===== config.mk =====
export PLATFORM = sky130hd
export DESIGN_NAME = alu_iter
export DESIGN_NICKNAME = d
export VERILOG_FILES = /design/src/rtl/alu_iter.sv
export SDC_FILE = /design/constraint.sdc
export NUM_CORES = 1
export LEC_CHECK = 0
export CAP_MARGIN = 10
export CORE_MARGIN = 1
export CORE_UTILIZATION = 59
export DETAILED_ROUTE_END_ITERATION = 10
export GPL_ROUTABILITY_DRIVEN = 0
export GPL_TIMING_DRIVEN = 0
export PLACE_DENSITY = 0.81
export SYNTH_ARGS = -nofsm -noshare
export SYNTH_HDL_FRONTEND = slang
export SYNTH_SLANG_ARGS = --single-unit

===== constraint.sdc =====
create_clock -name Clk -period 6.1 [get_ports Clk]
set_clock_uncertainty 0.15 [all_clocks]
set_input_delay 1.22 -clock Clk [delete_from_list [all_inputs] [get_ports Clk]]
set_output_delay 1.22 -clock Clk [all_outputs]
set_load 0.01 [all_outputs]

===== src/rtl/alu_iter.sv =====
// alu_iter: multi-cycle W-bit ALU between the register file read ports and its write port.
// Latency: logic/arith and zero-count shifts 1 cycle; shifts 1+min(InB,W) cycles; MUL W+1 cycles.
// Backpressure: Start is sampled only while idle; a Start seen while busy is dropped, not queued.
// Ports: Clk/Reset (sync, active-high); Start/Op/InA/InB request; Busy, Done(=WriteEn) pulse,
//        Result/Carry/Zero registered and updated only on the Done cycle.
module alu_iter #(
  parameter int W = 8
) (
  input  logic         Clk,
  input  logic         Reset,
  input  logic         Start,
  input  logic [2:0]   Op,
  input  logic [W-1:0] InA,
  input  logic [W-1:0] InB,
  output logic         Busy,
  output logic         Done,
  output logic         WriteEn,
  output logic [W-1:0] Result,
  output logic         Carry,
  output logic         Zero
);

  localparam int CW = $clog2(W + 1);

  localparam logic [2:0] OP_ADD = 3'b000;
  localparam logic [2:0] OP_SUB = 3'b001;
  localparam logic [2:0] OP_AND = 3'b010;
  localparam logic [2:0] OP_OR  = 3'b011;
  localparam logic [2:0] OP_XOR = 3'b100;
  localparam logic [2:0] OP_SHL = 3'b101;
  localparam logic [2:0] OP_SHR = 3'b110;
  localparam logic [2:0] OP_MUL = 3'b111;

  typedef enum logic [1:0] {IDLE, RUN, DONE} state_t;

  state_t         state;
  logic [2:0]     op_q;
  logic [W-1:0]   sh_q;     // shifting operand, or the multiplicand for MUL
  logic [W-1:0]   mul_lo;   // multiplier, filled from the top with product low bits
  logic [W-1:0]   acc;      // product high half
  logic [CW-1:0]  cnt;

  // Single-cycle results computed straight from the request
  logic [W:0]     sum_ab;
  logic [W:0]     dif_ab;
  logic [CW-1:0]  k;
  logic           is_shift;
  logic [W-1:0]   imm_res;
  logic           imm_c;

  // One iteration of the shift / shift-add step
  logic [W:0]     acc_add;
  logic [W-1:0]   acc_nxt;
  logic [W-1:0]   lo_nxt;
  logic [W-1:0]   sh_nxt;
  logic           sh_cout;

  always_comb begin
    sum_ab   = {1'b0, InA} + {1'b0, InB};
    dif_ab   = {1'b0, InA} - {1'b0, InB};   // bit W is the borrow
    k        = (InB >= W[W-1:0]) ? CW'(W) : InB[CW-1:0];
    is_shift = (Op == OP_SHL) || (Op == OP_SHR);
    imm_res  = InA;
    imm_c    = 1'b0;
    case (Op)
      OP_ADD:  begin imm_res = sum_ab[W-1:0]; imm_c = sum_ab[W]; end
      OP_SUB:  begin imm_res = dif_ab[W-1:0]; imm_c = dif_ab[W]; end
      OP_AND:  imm_res = InA & InB;
      OP_OR:   imm_res = InA | InB;
      OP_XOR:  imm_res = InA ^ InB;
      default: imm_res = InA;               // zero-count shift passes A through
    endcase
  end

  always_comb begin
    // Add the multiplicand when the current multiplier bit is set, then shift the
    // {carry, acc, mul_lo} chain right by one.
    acc_add = {1'b0, acc} + (mul_lo[0] ? {1'b0, sh_q} : '0);
    acc_nxt = acc_add[W:1];
    lo_nxt  = {acc_add[0], mul_lo[W-1:1]};
    if (op_q == OP_SHL) begin
      sh_nxt  = {sh_q[W-2:0], 1'b0};
      sh_cout = sh_q[W-1];
    end else begin
      sh_nxt  = {1'b0, sh_q[W-1:1]};
      sh_cout = sh_q[0];
    end
  end

  always_ff @(posedge Clk) begin
    if (Reset) begin
      state   <= IDLE;
      op_q    <= OP_ADD;
      sh_q    <= '0;
      mul_lo  <= '0;
      acc     <= '0;
      cnt     <= '0;
      Busy    <= 1'b0;
      Done    <= 1'b0;
      WriteEn <= 1'b0;
      Result  <= '0;
      Carry   <= 1'b0;
      Zero    <= 1'b0;   // cleared on reset even though Result is zero
    end else begin
      Done    <= 1'b0;
      WriteEn <= 1'b0;
      case (state)
        IDLE: begin
          if (Start) begin
            op_q   <= Op;
            sh_q   <= InA;
            mul_lo <= InB;
            acc    <= '0;
            Busy   <= 1'b1;
            if (Op == OP_MUL) begin
              cnt   <= CW'(W);
              state <= RUN;
            end else if (is_shift && (k != '0)) begin
              cnt   <= k;
              state <= RUN;
            end else begin
              state   <= DONE;
              Done    <= 1'b1;
              WriteEn <= 1'b1;
              Result  <= imm_res;
              Carry   <= imm_c;
              Zero    <= (imm_res == '0);
            end
          end
        end
        RUN: begin
          cnt <= cnt - 1'b1;
          if (op_q == OP_MUL) begin
            acc    <= acc_nxt;
            mul_lo <= lo_nxt;
          end else begin
            sh_q <= sh_nxt;
          end
          if (cnt == CW'(1)) begin
            state   <= DONE;
            Done    <= 1'b1;
            WriteEn <= 1'b1;
            if (op_q == OP_MUL) begin
              Result <= lo_nxt;
              Carry  <= (acc_nxt != '0);
              Zero   <= (lo_nxt == '0);
            end else begin
              Result <= sh_nxt;
              Carry  <= sh_cout;
              Zero   <= (sh_nxt == '0);
            end
          end
        end
        DONE: begin
          state <= IDLE;
          Busy  <= 1'b0;
        end
        default: begin
          state <= IDLE;
          Busy  <= 1'b0;
        end
      endcase
    end
  end

endmodule


; ---- Word level (Yosys, flattened, before mapping)
; Cells that the tools add are included.
[op_classes]
eq_ne = 18
reduce_logical = 17
addsub = 4
n_mux = 49
n_bitwise = 4
order_cmp = 1
[ops]
columns = op, n
row1 = $mux W8, 13
row2 = $pmux W8 S2, 4
row3 = $pmux W8 S5, 1
row4 = $logic_not A8 Y1, 3
row5 = $add A8 B8 Y9, 2
row6 = $eq A3 B3 Y1 const B, 6
row7 = $mux W1, 16
row8 = $mux W4, 4
row9 = $ne A2 B2 Y1 const B, 6
row10 = $pmux W1 S2, 5
row11 = $reduce_and A3 Y1, 3
row12 = $sub A8 B8 Y9, 1
row13 = $and A8 B8 Y8, 1
row14 = $ge A8 B4 Y1 const B, 1
row15 = $mux W2, 4
row16 = $or A8 B8 Y8, 1
row17 = $pmux W4 S2, 1
row18 = $reduce_bool A8 Y1, 1
row19 = $xor A8 B8 Y8, 1
row20 = $eq A3 B2 Y1 const B, 2
row21 = $reduce_and A2 Y1, 3
row22 = $reduce_and A5 Y1, 1
row23 = $eq A4 B1 Y1 const B, 1
row24 = $pmux W2 S2, 1
row25 = 11 further kinds, 11
[word_totals]
reg_bits = 45
wordCells = 104
inputBits = 22

; ---- Logic depth before layout (Yosys ltp)
; Gate-level depths: netlist (run 1).
[depth]
word_depth = 8
mapped_depth = 11
ltp_nobuf = 11

; ---- Worst setup path after synthesis (run 1)
; No wires, ideal clock.
[synth_timing]
kind = in2reg
startpoint = in InB[4]
endpoint = reg Result[5]
arrival_time_ns = 3.222
slack_ns = 2.650
path_stages = 9
required_ns = 5.872
n_path_buf = 1
setup_time_ns = 0.078
path_cell_list = inv_1 ha_1 buf_2 or4_1 and4b_1 or4_1 nand3_1 a21oi_1 nor3_1
[synth_between]
elab_chain_cells = 6
elab_cells_between_ends = 13
[synth_rtl]
columns = element, line_no
row1 = "start, declared", 14  ; input logic [W-1:0] InB,
row2 = $sub A8 B8 Y9 (tied with other cells), 60  ; dif_ab = {1'b0, InA} - {1'b0, InB};
row3 = $pmux W8 S5 or $mux W4 (tied branches), "65, 61"
row4 = $mux W8 or $reduce_bool A4 Y1 (tied branches), 118  ; end else if (is_shift && (k != '0)) begin
row5 = $mux W8 or $logic_and A1 B1 Y1 (tied branches), "115, 118"
row6 = $mux W8 or $ne A2 B2 Y1 (tied branches), --
row7 = $pmux W8 S2 or $reduce_and A5 Y1 (tied branches), --
row8 = "end signal, assigned", 125  ; Result <= imm_res;
row9 = "end signal, assigned", 144  ; Result <= lo_nxt;
row10 = "end signal, assigned", 148  ; Result <= sh_nxt;
row11 = "end, declared", 18  ; output logic [W-1:0] Result,
; Several ways; a longest one is shown, not always the timed one. The select of a mux whose other input is x is not followed.
; A chain may end at the register's enable or synchronous reset.

; ---- Worst setup path in the final report (run 1)
[layout_timing]
startpoint = in InA[1]
endpoint = reg Result[5]
[layout_between]
elab_chain_cells = 6
elab_cells_between_ends = 7
[layout_rtl]
columns = element, line_no
row1 = "start, declared", 13  ; input logic [W-1:0] InA,
row2 = $sub A8 B8 Y9 or $add A8 B8 Y9 (tied branches), "60, 59"
row3 = $pmux W8 S5 (*), 65  ; case (Op)
row4 = $mux W8 (*), 118
row5 = $mux W8 (*), 115  ; if (Op == OP_MUL) begin
row6 = $mux W8 (*), 109  ; if (Start) begin
row7 = $pmux W8 S2 (*), 107  ; case (state)
; Mark *: on every way between the ends. The rest lies on a longest branch, timed or not. The select of a mux whose other input is x is not followed.

==> results_dict.tcl, run 1 <==
set metrics [dict create \
    antenna_found_initial 0 \
    async_flop_share_pct 0 \
    synth_area_leaders "dfxtp_1 (23%), ha_1 (11%), a21oi_1 (6.2%)" \
    cts_buffers 5 \
    ant_nets 0 \
    layout.nets 622 \
    cts_sinks 45 \
    max-cap-violations 0 \
    crit_type "in -> reg" \
    clkTransAtPathRegs_ns 0.09 \
    final_max_slew_viol_count 0 \
    num_antenna_cells 0 \
    fin_crit_sh_pct 68.2 \
    combPwrFrac_pct 33.4 \
    synth-edff-count 0 \
    ctsRootBufferMaster "clkbuf_8" \
    cp_data_arrival_time_ns 4.24 \
    rsz0062_at_grt "false" \
    path_max_fanout 6 \
    synth_top_area_share_pct 23.2 \
    area_growth_pct 12.9 \
    die_w_um 83.1 \
    internal_power_mw 0.504 \
    grt_pass1_wl_mm 19.7 \
    coreArea_um2 6350 \
    routed_wl_mm 11.9 \
    p_per_area_nw_per_um2 180 \
    clockPowerShare_pct 23.7 \
    r2r_slack_ns 3.28 \
    portBuffers 32 \
    synth_largest_area_cell "dfxtp_1" \
    tightestPinTransition_ns 0.987 \
    p_sw_share_pct 36.3 \
    cts.path.max_buffers 2 \
    hold_buffers 0 \
    die_h_um 83.1 \
    synth_nets 583 \
    timing.slew.headroom_pct 32.5 \
    ioPinCount 35 \
    dieArea_um2 6900 \
    vias 4242 \
    post-place-ws_ns 1.63 \
    ctsResizeCount 0 \
    cp.required_ns 6.19 \
    initial_core_util_pct 61.1 \
    fin_ws_ns 1.94 \
    cp_slowest_cell "clkdlybuf4s50_1" \
    power.leakage_nw 1.78 \
    p_seq_share_pct 42.8 \
    overflow 0 \
    hp-class "reg -> reg" \
    htree_levels 2 \
    grt_max_degree 14 \
    postSynthAreaPerCell_um2 7.40 \
    synthCells 524 \
    fin_setup_tns_ns 0 \
    drt_pass1_iterations 6 \
    setup_viol 0 \
    synthFlopType "dfxtp_1" \
    drive_gt1_share_pct 4.43 \
    fmax_ghz 0.240 \
    ys_warn_count 0 \
    synth_seq_cells 45 \
    postCtsSetupBuffers 0 \
    routedWlPerCell_um 18.6 \
    grt_pass1_vias 3921 \
    drc 0 \
    status "finished clean" \
    crit_path_frequent_cell "or4_1" \
    grt_usage_pct 35.0 \
    synth.yosys.seq_area_share_pct 23.2 \
    drtIter0Drc 504 \
    syn_area_um2 3880 \
    clock_latency_ns 0.31 \
    slowest_delay_ns 0.69 \
    cts_tree "done" \
    crit_path_start_kind "primary input" \
    worst_setup_path_end_kind "register" \
    hold_viol 0 \
    dp_hpwl_mm 9.17 \
    num_rows 29 \
    fin_crit_ns 4.16 \
    synth_cell_types 67 \
    peakVddDrop_mv 0.162 \
    viasPerCell 6.62 \
    crit_path_cell_trace "clkdlybuf4s50_1 -> inv_1 -> ha_1 -> o21ba_2 -> or4_1 -> and4b_1 -> or4_1 -> nand3_1 -> a21oi_1 -> nor3_1" \
    power.switching_mw 0.286 \
]
## layout make-up
class | count | area (um^2)
well taps | 77 | 96.3
repair buffers | 32 | 320
flip-flops and latches | 45 | 901
multi-input cells | 415 | 2730
fillers | 541 | 1970
plain buffers | 36 | 144
clock inverters | 2 | 10.0
clock buffers | 6 | 72.6
inverters | 28 | 105
## cell usage after synthesis, types with 5 or more instances
library cell / n
o211ai_1: 10
nor2b_1: 7
mux2i_1: 8
nor4_1: 6
ha_1: 34
or3_1: 6
a21o_1: 5
nand2b_1: 6
nand2_1: 60
dfxtp_1: 45
a311oi_1: 14
inv_1: 28
nor2_1: 51
nor3_1: 15
and2_1: 9
o22ai_1: 5
nand3_1: 18
clkbuf_1: 28
o21ai_0: 20
a211oi_1: 11
a21oi_1: 48
xnor2_1: 5
## worst max-delay path, delay by kind of cell
kind / cells / cell delay (ns)
AO/OA/AOI/OAI: 2 / 0.33
adder cells (fa/ha/maj): 1 / 0.35
buffers and inverters: 2 / 0.83
AND/OR/NAND/NOR: 5 / 1.50
## cell families (layout without fill, tap and decap cells)
kind of cell	Yosys count	after routing	synth area share (%)
flip-flops	45	45	23.2
AND/OR/NAND/NOR	202	202	25.8
XOR/XNOR	8	8	1.81
multiplexers	8	8	2.06
AO/OA/AOI/OAI	159	159	27.9
adder cells (fa/ha/maj)	38	38	12.8
buffers and inverters	64	104	6.42
## flip-flops by register name, indices dropped and copies added, names as in the netlist, 2 cells and up
name and flops:
Result 8, acc 8, cnt 4, mul_lo 8, op_q 3, sh_q 8, state 2
## power groups by stage
stage / registers [mW] / clock network (mW) / logic [mW]
after floorplan: 0.341 / 0 / 0.168
after global placement: 0.344 / 0 / 0.250
after detailed placement: 0.344 / 0 / 0.256
after CTS: 0.337 / 0.185 / 0.257
after global routing: 0.342 / 0.196 / 0.289
final: 0.339 / 0.187 / 0.264
## routing by layer
| layer | vias up | GRT usage, % | part of all wire, % |
|---|---|---|---|
| met4 | 0 | 12.7 | 2.6 |
| met1 | 1964 | 50.0 | 44 |
| met2 | 260 | 54.5 | 44 |
| met3 | 37 | 3.88 | 8.9 |
| li1 | 1981 | - | - |
| met5 | - | 0 | 0 |
## final timing paths
| kind | end | start | cells after the start |
|---|---|---|---|
| hold reg to reg | acc[3] | acc[3] | 2 |
| setup / recovery | Result[5] | InA[1] | 10 |
| setup reg to reg | Result[3] | state[1] | 7 |
| hold / removal | acc[3] | acc[3] | 2 |
## placed cells by master, fill, tap and decap left out, types with 5 or more instances in the layout
cell type        instances
o22ai_1                  5
a21o_1                   5
xnor2_1                  5
a21oi_1                 48
or3_1                    6
nor2_1                  51
nor3_1                  15
and2_1                   9
clkbuf_1                29
mux2i_1                  8
nor4_1                   6
nor2b_1                  7
a211oi_1                11
a311oi_1                14
o211ai_1                10
nand2b_1                 6
nand2_1                 60
inv_1                   28
dfxtp_1                 45
clkdlybuf4s50_1         32
ha_1                    34
clkbuf_8                 5
o21ai_0                 20
nand3_1                 18
## per-stage QoR
step / util (%) / power (mW) / instance area, um^2 / hold WS, ns / instances
finish: 68.9 / 0.790 / 4380 / 0.328 / 641
global route: 68.9 / 0.826 / 4380 / 0.363 / 641
CTS: 68.9 / 0.780 / 4380 / 0.328 / 641
detailed placement: 67.6 / 0.601 / 4300 / 0.308 / 633
global placement: 67.6 / 0.594 / 4300 / 0.306 / 633
floorplan: - / 0.509 / 3880 / 0.295 / 524
No activity file was read; power rests on OpenSTA's default activity.
==> inputs of run 2 (changes only) <==
- clock period: 6.1 -> 3.9 ns (I/O delays scaled with it)
==> results of run 2 <==
The final DEF is identical to that of run 1. Status: finished clean.
Main changes from that run: setup slack after placement 1.63 ns -> -0.125 ns; setup slack after layout 1.94 ns -> 0.181 ns; register-to-register setup slack 3.28 ns -> 1.08 ns; total power 0.790 mW -> 1.24 mW; worst IR drop on VDD 0.162 mV -> 0.253 mV
==> inputs of run 3 (changes only) <==
- GPL_TIMING_DRIVEN: 0 -> default
==> run 3 against run 2 <==
Die area stayed put. First-iteration DRC count is 24% lower. Critical path depth stayed put. Hold slack worse by 0.0089 ns. Cell area is 2.3% higher. Setup slack better by 0.27 ns. Sequential share of layout area is 0.46 points lower. Sequential power hardly changed. Via count is 3.1% lower. Power is 6.7% higher. Count of clock-buffer cells in the layout is 1 higher. Critical endpoint is now Result[6]. Highest routed layer unchanged.
==> results_dict.tcl, run 3 (synthesis gave the netlist of run 1 again) <==
set metrics [dict create \
    p_per_area_nw_per_um2 295 \
    finalInstanceArea_um2 4480 \
    portBuffers 34 \
    final_max_slew_viol_count 0 \
    r2r_slack_ns 1.25 \
    antenna_found_initial 1 \
    cp.required_ns 3.97 \
    drc 0 \
    crit_type "in -> reg" \
    status "finished clean" \
    hp-class "reg -> reg" \
    area_growth_pct 15.5 \
    hold_ws_ns 0.319 \
    dp_hpwl_mm 8.50 \
    clock_latency_ns 0.30 \
    post-place-ws_ns 0.169 \
    setup_viol 0 \
    grt_usage_pct 33.2 \
    die_h_um 83.1 \
    crit_path_cell_trace "clkdlybuf4s50_1 -> inv_1 -> ha_1 -> nor3_1 -> or3_1 -> a221oi_1 -> a311o_1 -> o31ai_1 -> nand2b_1 -> a311oi_1" \
    cts_tree "done" \
    num_antenna_cells 0 \
    initial_core_util_pct 61.1 \
    fmax_ghz 0.290 \
    finalPower_mw 1.32 \
    coreArea_um2 6350 \
    placed_area_um2 4360 \
    grt_pass1_wl_mm 18.7 \
    whs_path_depth 2 \
    drtIter0Drc 381 \
    fin_crit_sh_pct 88.5 \
    routed_wl_mm 11.2 \
    max-cap-violations 0 \
    final_cell_mix "nand2_1 (60), nor2_1 (51), a21oi_1 (48), dfxtp_1 (45)" \
    fin_crit_ns 3.45 \
    r2r_cells 5 \
    dieArea_um2 6900 \
    regArea_um2 901 \
    ctsResizeCount 0 \
    drt_pass1_iterations 5 \
    layout.nets 613 \
    cts_sinks 45 \
    hold_viol 0 \
    ant_nets 0 \
    vias 4109 \
    tightestPinTransition_ns 1.20 \
    power.leakage_nw 1.87 \
    final_common_cell "nand2_1" \
    grt_max_degree 44 \
    num_rows 29 \
    peakVddDrop_mv 0.261 \
    ctsRootBufferMaster "clkbuf_8" \
    final.fill_count 553 \
    fin_setup_tns_ns 0 \
    cp_slowest_cell "clkdlybuf4s50_1" \
    postCtsSetupBuffers 0 \
    htree_levels 2 \
    worst_setup_path_end_kind "register" \
    hold_buffers 0 \
    cts_buffers 5 \
    die_w_um 83.1 \
    drive_gt1_share_pct 8.29 \
    cts.path.max_buffers 2 \
    timing.slew.headroom_pct 20.0 \
    path_max_fanout 10 \
    grt_pass1_vias 3873 \
    rsz0062_at_grt "false" \
    clkTransAtPathRegs_ns 0.09 \
    overflow 0 \
    crit_path_start_kind "primary input" \
    viasPerCell 6.50 \
    multiInputGateArea_um2 2730 \
    routedWlPerCell_um 17.8 \
    fin_ws_ns 0.447 \
    ioPinCount 35 \
    slowest_delay_ns 0.55 \
    cp_data_arrival_time_ns 3.52 \
]
[run 3: cell count changes in the layout (fill, tap and decap cells not counted), sizes merged]
| cell | delta |
|---|---|
| buf | +17 |
| bufinv | +1 |
| clkbuf | -27 |
| clkdlybuf4s50 | +2 |
| clkinv | -2 |
[run 3: metal layers]
metal | global-route usage [%] | wire length, um | up-vias | share of wire [%]
li1 | - | - | 1953 | -
met1 | 42.6 | 4810 | 1908 | 43
met2 | 53.5 | 5130 | 207 | 46
met3 | 6.86 | 883 | 41 | 7.9
met4 | 15.4 | 409 | 0 | 3.6
met5 | 0 | 0 | - | 0
[run 3: final cells by class]
class | count | area share (%)
Timing Repair Buffer | 59 | 11.8
Tap cell | 77 | 2.15
Inverter | 28 | 2.35
Clock inverter | 1 | 0.671
Clock buffer | 7 | 1.93
Multi-Input combinational cell | 415 | 61.0
Sequential cell | 45 | 20.1
[run 3: final timing paths]
path,from,to
hold / removal,op_q[2],op_q[2]
hold reg to reg,op_q[2],op_q[2]
setup reg to reg,state[1],mul_lo[0]
setup / recovery,InA[2],Result[6]
[run 3: worst max-delay path, delay by kind of cell]
kind	cells	cell delay (ns)
buffers and inverters	2	0.63
adder cells (fa/ha/maj)	1	0.46
AND/OR/NAND/NOR	3	0.67
AO/OA/AOI/OAI	4	0.99
[run 3: stage by stage]
stage / cells / util [%]
global route: 632 / 70.5
floorplan: 524 / -
CTS: 632 / 70.5
global placement: 624 / 68.7
finish: 632 / 70.5
detailed placement: 624 / 68.7
[run 3: report_power, final]
part / leakage [nW] / switching, mW / internal (mW)
clock network: 0.0585 / 0.162 / 0.209
logic: 1.44 / 0.233 / 0.181
registers: 0.369 / 0.0393 / 0.494
total: 1.87 / 0.435 / 0.884
